**config.mk**
```make
export PLATFORM = sky130hd
export DESIGN_NAME = ccr_ctx_flat
export DESIGN_NICKNAME = d
export VERILOG_FILES = /design/src/rtl/ccr_pkg.sv /design/src/rtl/ccr_ctx_if.sv /design/src/rtl/ccr_lifo.sv /design/src/rtl/ccr_ctx.sv /design/src/flat_wrapper.sv
export SDC_FILE = /design/constraint.sdc
export NUM_CORES = 1
export LEC_CHECK = 0
export CORE_MARGIN = 2
export CORE_UTILIZATION = 55
export CTS_CLUSTER_DIAMETER = 120
export CTS_CLUSTER_SIZE = 30
export DETAILED_ROUTE_END_ITERATION = 10
export DONT_BUFFER_PORTS = 1
export GPL_ROUTABILITY_DRIVEN = 0
export PLACE_DENSITY = 0.7
export SETUP_SLACK_MARGIN = 0.3
export SYNTH_ARGS = -nofsm -noshare
export SYNTH_HDL_FRONTEND = slang
export SYNTH_SLANG_ARGS = --single-unit
export TNS_END_PERCENT = 10
```
**constraint.sdc**
```tcl
create_clock -name clk -period 5.19 [get_ports clk]
set_input_delay 1.038 -clock clk [delete_from_list [all_inputs] [get_ports clk]]
set_output_delay 1.038 -clock clk [all_outputs]
set_load 0.05 [all_outputs]
```
**src/rtl/ccr_pkg.sv**
```systemverilog
// ccr_pkg: shared constants and types for the CCR context block.
// Flag bit positions, default sizing and the stack operation encoding.
package ccr_pkg;

  localparam int FLAG_Z = 0;
  localparam int FLAG_N = 1;
  localparam int FLAG_C = 2;
  localparam int FLAG_V = 3;

  localparam int NFLAGS_DEF = 4;
  localparam int DEPTH_DEF  = 4;

  // One stack operation per cycle; the top level resolves save/restore
  // combinations (including dropped requests) into exactly one of these.
  typedef enum logic [1:0] {
    OP_NONE = 2'd0,
    OP_PUSH = 2'd1,
    OP_POP  = 2'd2,
    OP_SWAP = 2'd3
  } lifo_op_e;

endpackage

```
**src/rtl/ccr_ctx_if.sv**
```systemverilog
// ccr_ctx_if: flag update / context save-restore bus of ccr_ctx.
// master drives requests, slave (the CCR block) returns registered state.
interface ccr_ctx_if #(
  parameter int NFLAGS = ccr_pkg::NFLAGS_DEF,
  parameter int CW     = $clog2(ccr_pkg::DEPTH_DEF + 1)
);
  logic [NFLAGS-1:0] flag_in;
  logic [NFLAGS-1:0] flag_mask;
  logic              flag_we;
  logic              save;
  logic              restore;
  logic              err_clr;
  logic [NFLAGS-1:0] ccr_out;
  logic [CW-1:0]     depth;
  logic              full;
  logic              empty;
  logic              err;

  modport master (
    output flag_in, flag_mask, flag_we, save, restore, err_clr,
    input  ccr_out, depth, full, empty, err
  );

  modport slave (
    input  flag_in, flag_mask, flag_we, save, restore, err_clr,
    output ccr_out, depth, full, empty, err
  );
endinterface

```
**src/rtl/ccr_lifo.sv**
```systemverilog
// ccr_lifo: context stack storage and depth pointer.
// Storage is not reset; only the pointer is, so reset discards all entries.
// Entries at or above the pointer are never read out (top reads 0 when empty).
module ccr_lifo
  import ccr_pkg::*;
#(
  parameter int W     = NFLAGS_DEF,
  parameter int DEPTH = DEPTH_DEF,
  parameter int CW    = $clog2(DEPTH + 1)
) (
  input  logic          clk,
  input  logic          rst,
  input  lifo_op_e      i_op,
  input  logic [W-1:0]  i_din,
  output logic [W-1:0]  o_top,
  output logic [CW-1:0] o_depth,
  output logic          o_full,
  output logic          o_empty
);

  logic [W-1:0]  r_mem [DEPTH];
  logic [CW-1:0] r_cnt;
  logic          r_full;
  logic          r_empty;
  logic [CW-1:0] w_cnt_nxt;
  logic [CW-1:0] w_top_idx;
  logic [CW-1:0] w_wr_idx;
  logic          w_wr_en;

  assign w_top_idx = r_cnt - CW'(1);

  // Next pointer and write slot: push writes above top, swap overwrites top.
  always_comb begin
    w_cnt_nxt = r_cnt;
    w_wr_idx  = r_cnt;
    w_wr_en   = 1'b0;
    case (i_op)
      OP_PUSH: begin
        w_cnt_nxt = r_cnt + CW'(1);
        w_wr_en   = 1'b1;
      end
      OP_POP:  w_cnt_nxt = r_cnt - CW'(1);
      OP_SWAP: begin
        w_wr_idx = w_top_idx;
        w_wr_en  = 1'b1;
      end
      default: ;
    endcase
  end

  // Storage write, no reset needed.
  always_ff @(posedge clk) begin
    for (int i = 0; i < DEPTH; i++) begin
      if (w_wr_en && w_wr_idx == CW'(i)) r_mem[i] <= i_din;
    end
  end

  // Top-of-stack read; an empty stack wraps the index out of range and reads 0.
  always_comb begin
    o_top = '0;
    for (int i = 0; i < DEPTH; i++) begin
      if (w_top_idx == CW'(i)) o_top = r_mem[i];
    end
  end

  // Pointer with registered full/empty flags derived from the next count.
  always_ff @(posedge clk) begin
    if (!rst) begin
      r_cnt   <= '0;
      r_full  <= 1'b0;
      r_empty <= 1'b1;
    end else begin
      r_cnt   <= w_cnt_nxt;
      r_full  <= (w_cnt_nxt == CW'(DEPTH));
      r_empty <= (w_cnt_nxt == '0);
    end
  end

  assign o_depth = r_cnt;
  assign o_full  = r_full;
  assign o_empty = r_empty;

endmodule

```
**src/rtl/ccr_ctx.sv**
```systemverilog
// ccr_ctx: condition-code register with a nested save/restore context stack.
// Optional macro CCR_CTX_ERR_EN enables the sticky stack-misuse flag; without
// it err is tied to 0 and err_clr is ignored (misuse is still dropped).
module ccr_ctx
  import ccr_pkg::*;
#(
  parameter int NFLAGS = NFLAGS_DEF,
  parameter int DEPTH  = DEPTH_DEF,
  parameter int CW     = $clog2(DEPTH + 1)
) (
  input  logic     clk,
  input  logic     rst,
  ccr_ctx_if.slave io
);

  logic [NFLAGS-1:0] r_ccr;
  logic [NFLAGS-1:0] w_top;
  logic [NFLAGS-1:0] w_ccr_upd;
  logic              w_full;
  logic              w_empty;
  logic              w_misuse;
  lifo_op_e          w_op;

  assign w_ccr_upd = (r_ccr & ~io.flag_mask) | (io.flag_in & io.flag_mask);

  // Resolve save/restore into one stack op; illegal requests become OP_NONE.
  always_comb begin
    w_op = OP_NONE;
    if (io.save && io.restore) begin
      if (!w_empty) w_op = OP_SWAP;
    end else if (io.save) begin
      if (!w_full) w_op = OP_PUSH;
    end else if (io.restore) begin
      if (!w_empty) w_op = OP_POP;
    end
  end

  assign w_misuse = (io.save && !io.restore && w_full) ||
                    (io.restore && !io.save && w_empty);

  // CCR: a successful pop/swap loads the old top and masks out flag_we;
  // every other case (push, dropped ops, idle) takes the masked update.
  always_ff @(posedge clk) begin
    if (!rst)                                 r_ccr <= '0;
    else if (w_op == OP_POP || w_op == OP_SWAP) r_ccr <= w_top;
    else if (io.flag_we)                      r_ccr <= w_ccr_upd;
  end

  ccr_lifo #(
    .W     (NFLAGS),
    .DEPTH (DEPTH),
    .CW    (CW)
  ) u_lifo (
    .clk     (clk),
    .rst     (rst),
    .i_op    (w_op),
    .i_din   (r_ccr),
    .o_top   (w_top),
    .o_depth (io.depth),
    .o_full  (w_full),
    .o_empty (w_empty)
  );

  assign io.ccr_out = r_ccr;
  assign io.full    = w_full;
  assign io.empty   = w_empty;

`ifdef CCR_CTX_ERR_EN
  logic r_err;

  // Sticky error: a new misuse wins over a coincident clear.
  always_ff @(posedge clk) begin
    if (!rst)          r_err <= 1'b0;
    else if (w_misuse) r_err <= 1'b1;
    else if (io.err_clr) r_err <= 1'b0;
  end

  assign io.err = r_err;
`else
  logic w_unused;
  assign w_unused = io.err_clr ^ w_misuse;
  assign io.err   = 1'b0;
`endif

endmodule

```
**src/flat_wrapper.sv**
```systemverilog
// flat-port wrapper written by rule: the top's interface ports become plain ports
module ccr_ctx_flat import ccr_pkg::*;
#(
  parameter int NFLAGS = NFLAGS_DEF,
  parameter int DEPTH  = DEPTH_DEF,
  parameter int CW     = $clog2(DEPTH + 1)
)
  (clk, rst, io_flag_in, io_flag_mask, io_flag_we, io_save, io_restore, io_err_clr, io_ccr_out, io_depth, io_full, io_empty, io_err);
  ccr_ctx_if #(.NFLAGS(NFLAGS), .CW(CW)) io_i ();
  input  logic clk;
  input  logic rst;
  input wire logic [$bits(io_i.flag_in)-1:0] io_flag_in;
  input wire logic [$bits(io_i.flag_mask)-1:0] io_flag_mask;
  input wire logic [$bits(io_i.flag_we)-1:0] io_flag_we;
  input wire logic [$bits(io_i.save)-1:0] io_save;
  input wire logic [$bits(io_i.restore)-1:0] io_restore;
  input wire logic [$bits(io_i.err_clr)-1:0] io_err_clr;
  output wire logic [$bits(io_i.ccr_out)-1:0] io_ccr_out;
  output wire logic [$bits(io_i.depth)-1:0] io_depth;
  output wire logic [$bits(io_i.full)-1:0] io_full;
  output wire logic [$bits(io_i.empty)-1:0] io_empty;
  output wire logic [$bits(io_i.err)-1:0] io_err;
  assign io_i.flag_in = io_flag_in;
  assign io_i.flag_mask = io_flag_mask;
  assign io_i.flag_we = io_flag_we;
  assign io_i.save = io_save;
  assign io_i.restore = io_restore;
  assign io_i.err_clr = io_err_clr;
  assign io_ccr_out = io_i.ccr_out;
  assign io_depth = io_i.depth;
  assign io_full = io_i.full;
  assign io_empty = io_i.empty;
  assign io_err = io_i.err;
  ccr_ctx #(.NFLAGS(NFLAGS), .DEPTH(DEPTH), .CW(CW)) u_core (.clk(clk), .rst(rst), .io(io_i));
endmodule
```
==> out/metrics.yaml <==
syn_to_final_growth_pct: 4.63
grt_pass1_wl_um: 3420
finalMaxSlewViolations: 0
cts_buffer_depth: 2
core_um2: 2170
cts-buffers-inserted: 3
postSynthCellCount: 108
ys_types: 32
hold_viol: 0
synth_area_leaders: "edfxtp_1, dfxtp_1, ha_1, mux2i_1, o21ai_0"
slowest_stage: "dfxtp_1"
drv_cap: 0
fin_nets: 137
floorplan.initialDensity_pct: 57.3
grt_pass1_vias: 763
fin_setup_tns_ps: 0
regArea_um2: 661
ant_nets: 0
antenna_found_initial: 0
fillers: 196
path_cells: "and2b_1, o21ai_0, inv_1, ha_1, mux2_2, nor3_1"
io_buffers: 0
multi_input_area_um2: 556
hp-class: "flop to flop"
wire_per_inst_um: 14.8
clkTransAtPathRegs_ps: 130
status: "finished, final reports clean"
period_needed_ps: 2960
postCtsSetupBuffers: 0
drc: 0
ir_worst_vdd_uv: 211
slowest_delay_ps: 650
grt_usage_pct: 17.9
dp_hpwl_um: 1640
cp.required_ps: 5150
overflow: 0
min_period_over_period_pct: 57.1
cts_num_sinks: 25
cts_tree: "done"
cp-end-kind: "flop"
diodes: 0
path_class: "flop to flop"
ys_ff_latch: 25
post-place-cells: 135
die_h_um: 51.5
vias_per_cell: 5.51
worst_pin_slew_ps: 791
stdcell_count: 139
synthArstFlopShare_pct: 0
die_area_um2: 2660
vias: 766
io_pins: 24
clock_skew_ps: 4.60
final_util_pct: 59.9
power_density_nw_per_um2: 275
place_area_um2: 1270
rsz0062_at_grt: "false"
synth_edf_count: 16
cts_max_level: 1
final_area_um2: 1300
synth_ff_type: "edfxtp_1"
synth_nets: 133
row_count: 17
whs_ps: 607
wl_um: 2060
path_delay_family: "simple AND/OR/NAND/NOR gates"
hp-start: "u_core.u_lifo.r_mem[3][2]"
critPathLaunch: "u_core.u_lifo.o_empty"
critPathBufInv: 1
slew_headroom_pct: 47.2
setup_slack_ps: 2230
avgSynthCellArea_um2: 11.5
fin_total_pwr_mw: 0.358
synth_top_area_cell: "edfxtp_1"
path_max_fanout: 6
root_buffer: "clkbuf_4"
grt_max_degree: 16
cp-start-kind: "flop"
cp.arrival_ps: 2920
synth_top_cells_by_count: "edfxtp_1, ha_1, dfxtp_1, nand2_1, o21ai_0"
netlist_area_um2: 1240
clk_latency_ps: 310
die_x_um: 51.5
max_freq_mhz: 338
yosys_warnings: 0
place_ws_ps: 1900
ys_seq_area_share_pct: 53.2
r2r-start: "u_core.u_lifo.o_empty"
synth_top_area_share_pct: 38.7
final_layout_size_suffix_gt1_share_pct: 8.11
first_iter_violations: 22
synthMostInstantiatedCell: "edfxtp_1"
dr.pass1.iters: 4
holdBufCountCts: 0
cts_resized: 0
setup_viol: 0
p_leak_nw: 0.486
-- worst reg2reg max path, stage by stage, from the launching register on --
cell and delay [ps]:
dfxtp_1 650, and2b_1 320, o21ai_0 360, inv_1 180, ha_1 270, mux2_2 300, nor3_1 530
-- report_power, final --
group          switching (mW)  total (mW)  internal, mW
combinational          0.0188      0.0316        0.0128
clock                  0.0548      0.0842        0.0294
sequential             0.0218       0.242         0.220
-- logic make-up after synthesis --
logic type | count (synthesis) | synth area share (%)
XOR/XNOR | 2 | 1.41
adder cells (fa/ha/maj) | 11 | 11.1
other | 1 | 0.302
AO/OA/AOI/OAI | 24 | 13.5
flip-flops | 25 | 53.2
AND/OR/NAND/NOR | 33 | 13.5
buffers and inverters | 6 | 2.12
multiplexers | 6 | 4.93
-- layout make-up --
cell class,instances,share of cell area (%)
Clock buffer,3,1.73
Clock inverter,1,0.577
Inverter,5,1.44
Multi-Input combinational cell,77,42.7
Sequential cell,25,50.8
Tap cell,28,2.69
-- final timing paths --
path / endpoint / cells past startpoint / slack [ps]
worst max-delay path: u_core.u_lifo.r_mem[3][3] / 6 / 2230
worst min-delay path: flop / 2 / 610
worst max register to register: u_core.u_lifo.r_mem[3][3] / 6 / 2230
worst min register to register: flop / 2 / 610
-- cell usage in the layout (no fill, tap or decap), types with 2 or more instances in the layout --
cell and n:
a211oi_1 3, nand2_1 9, nor3_1 2, nand3_1 2
and2_1 2, o22ai_1 3, inv_1 5, a21oi_1 2
nor2b_1 3, ha_1 11, nor2_1 8, edfxtp_1 16
a32o_1 3, dfxtp_1 9, clkbuf_4 3, mux2i_1 5
o21ai_0 9
-- metal layers --
layer	GRT usage, %	vias to the layer above	share of wire (%)	wire (µm)
met1	25.3	350	50	1020
met4	7.89	0	0.83	17
met3	2.87	2	4.0	83
met5	0	-	0	0
met2	27.4	13	46	936
li1	-	401	-	-
(Power assumes the default switching activity.)
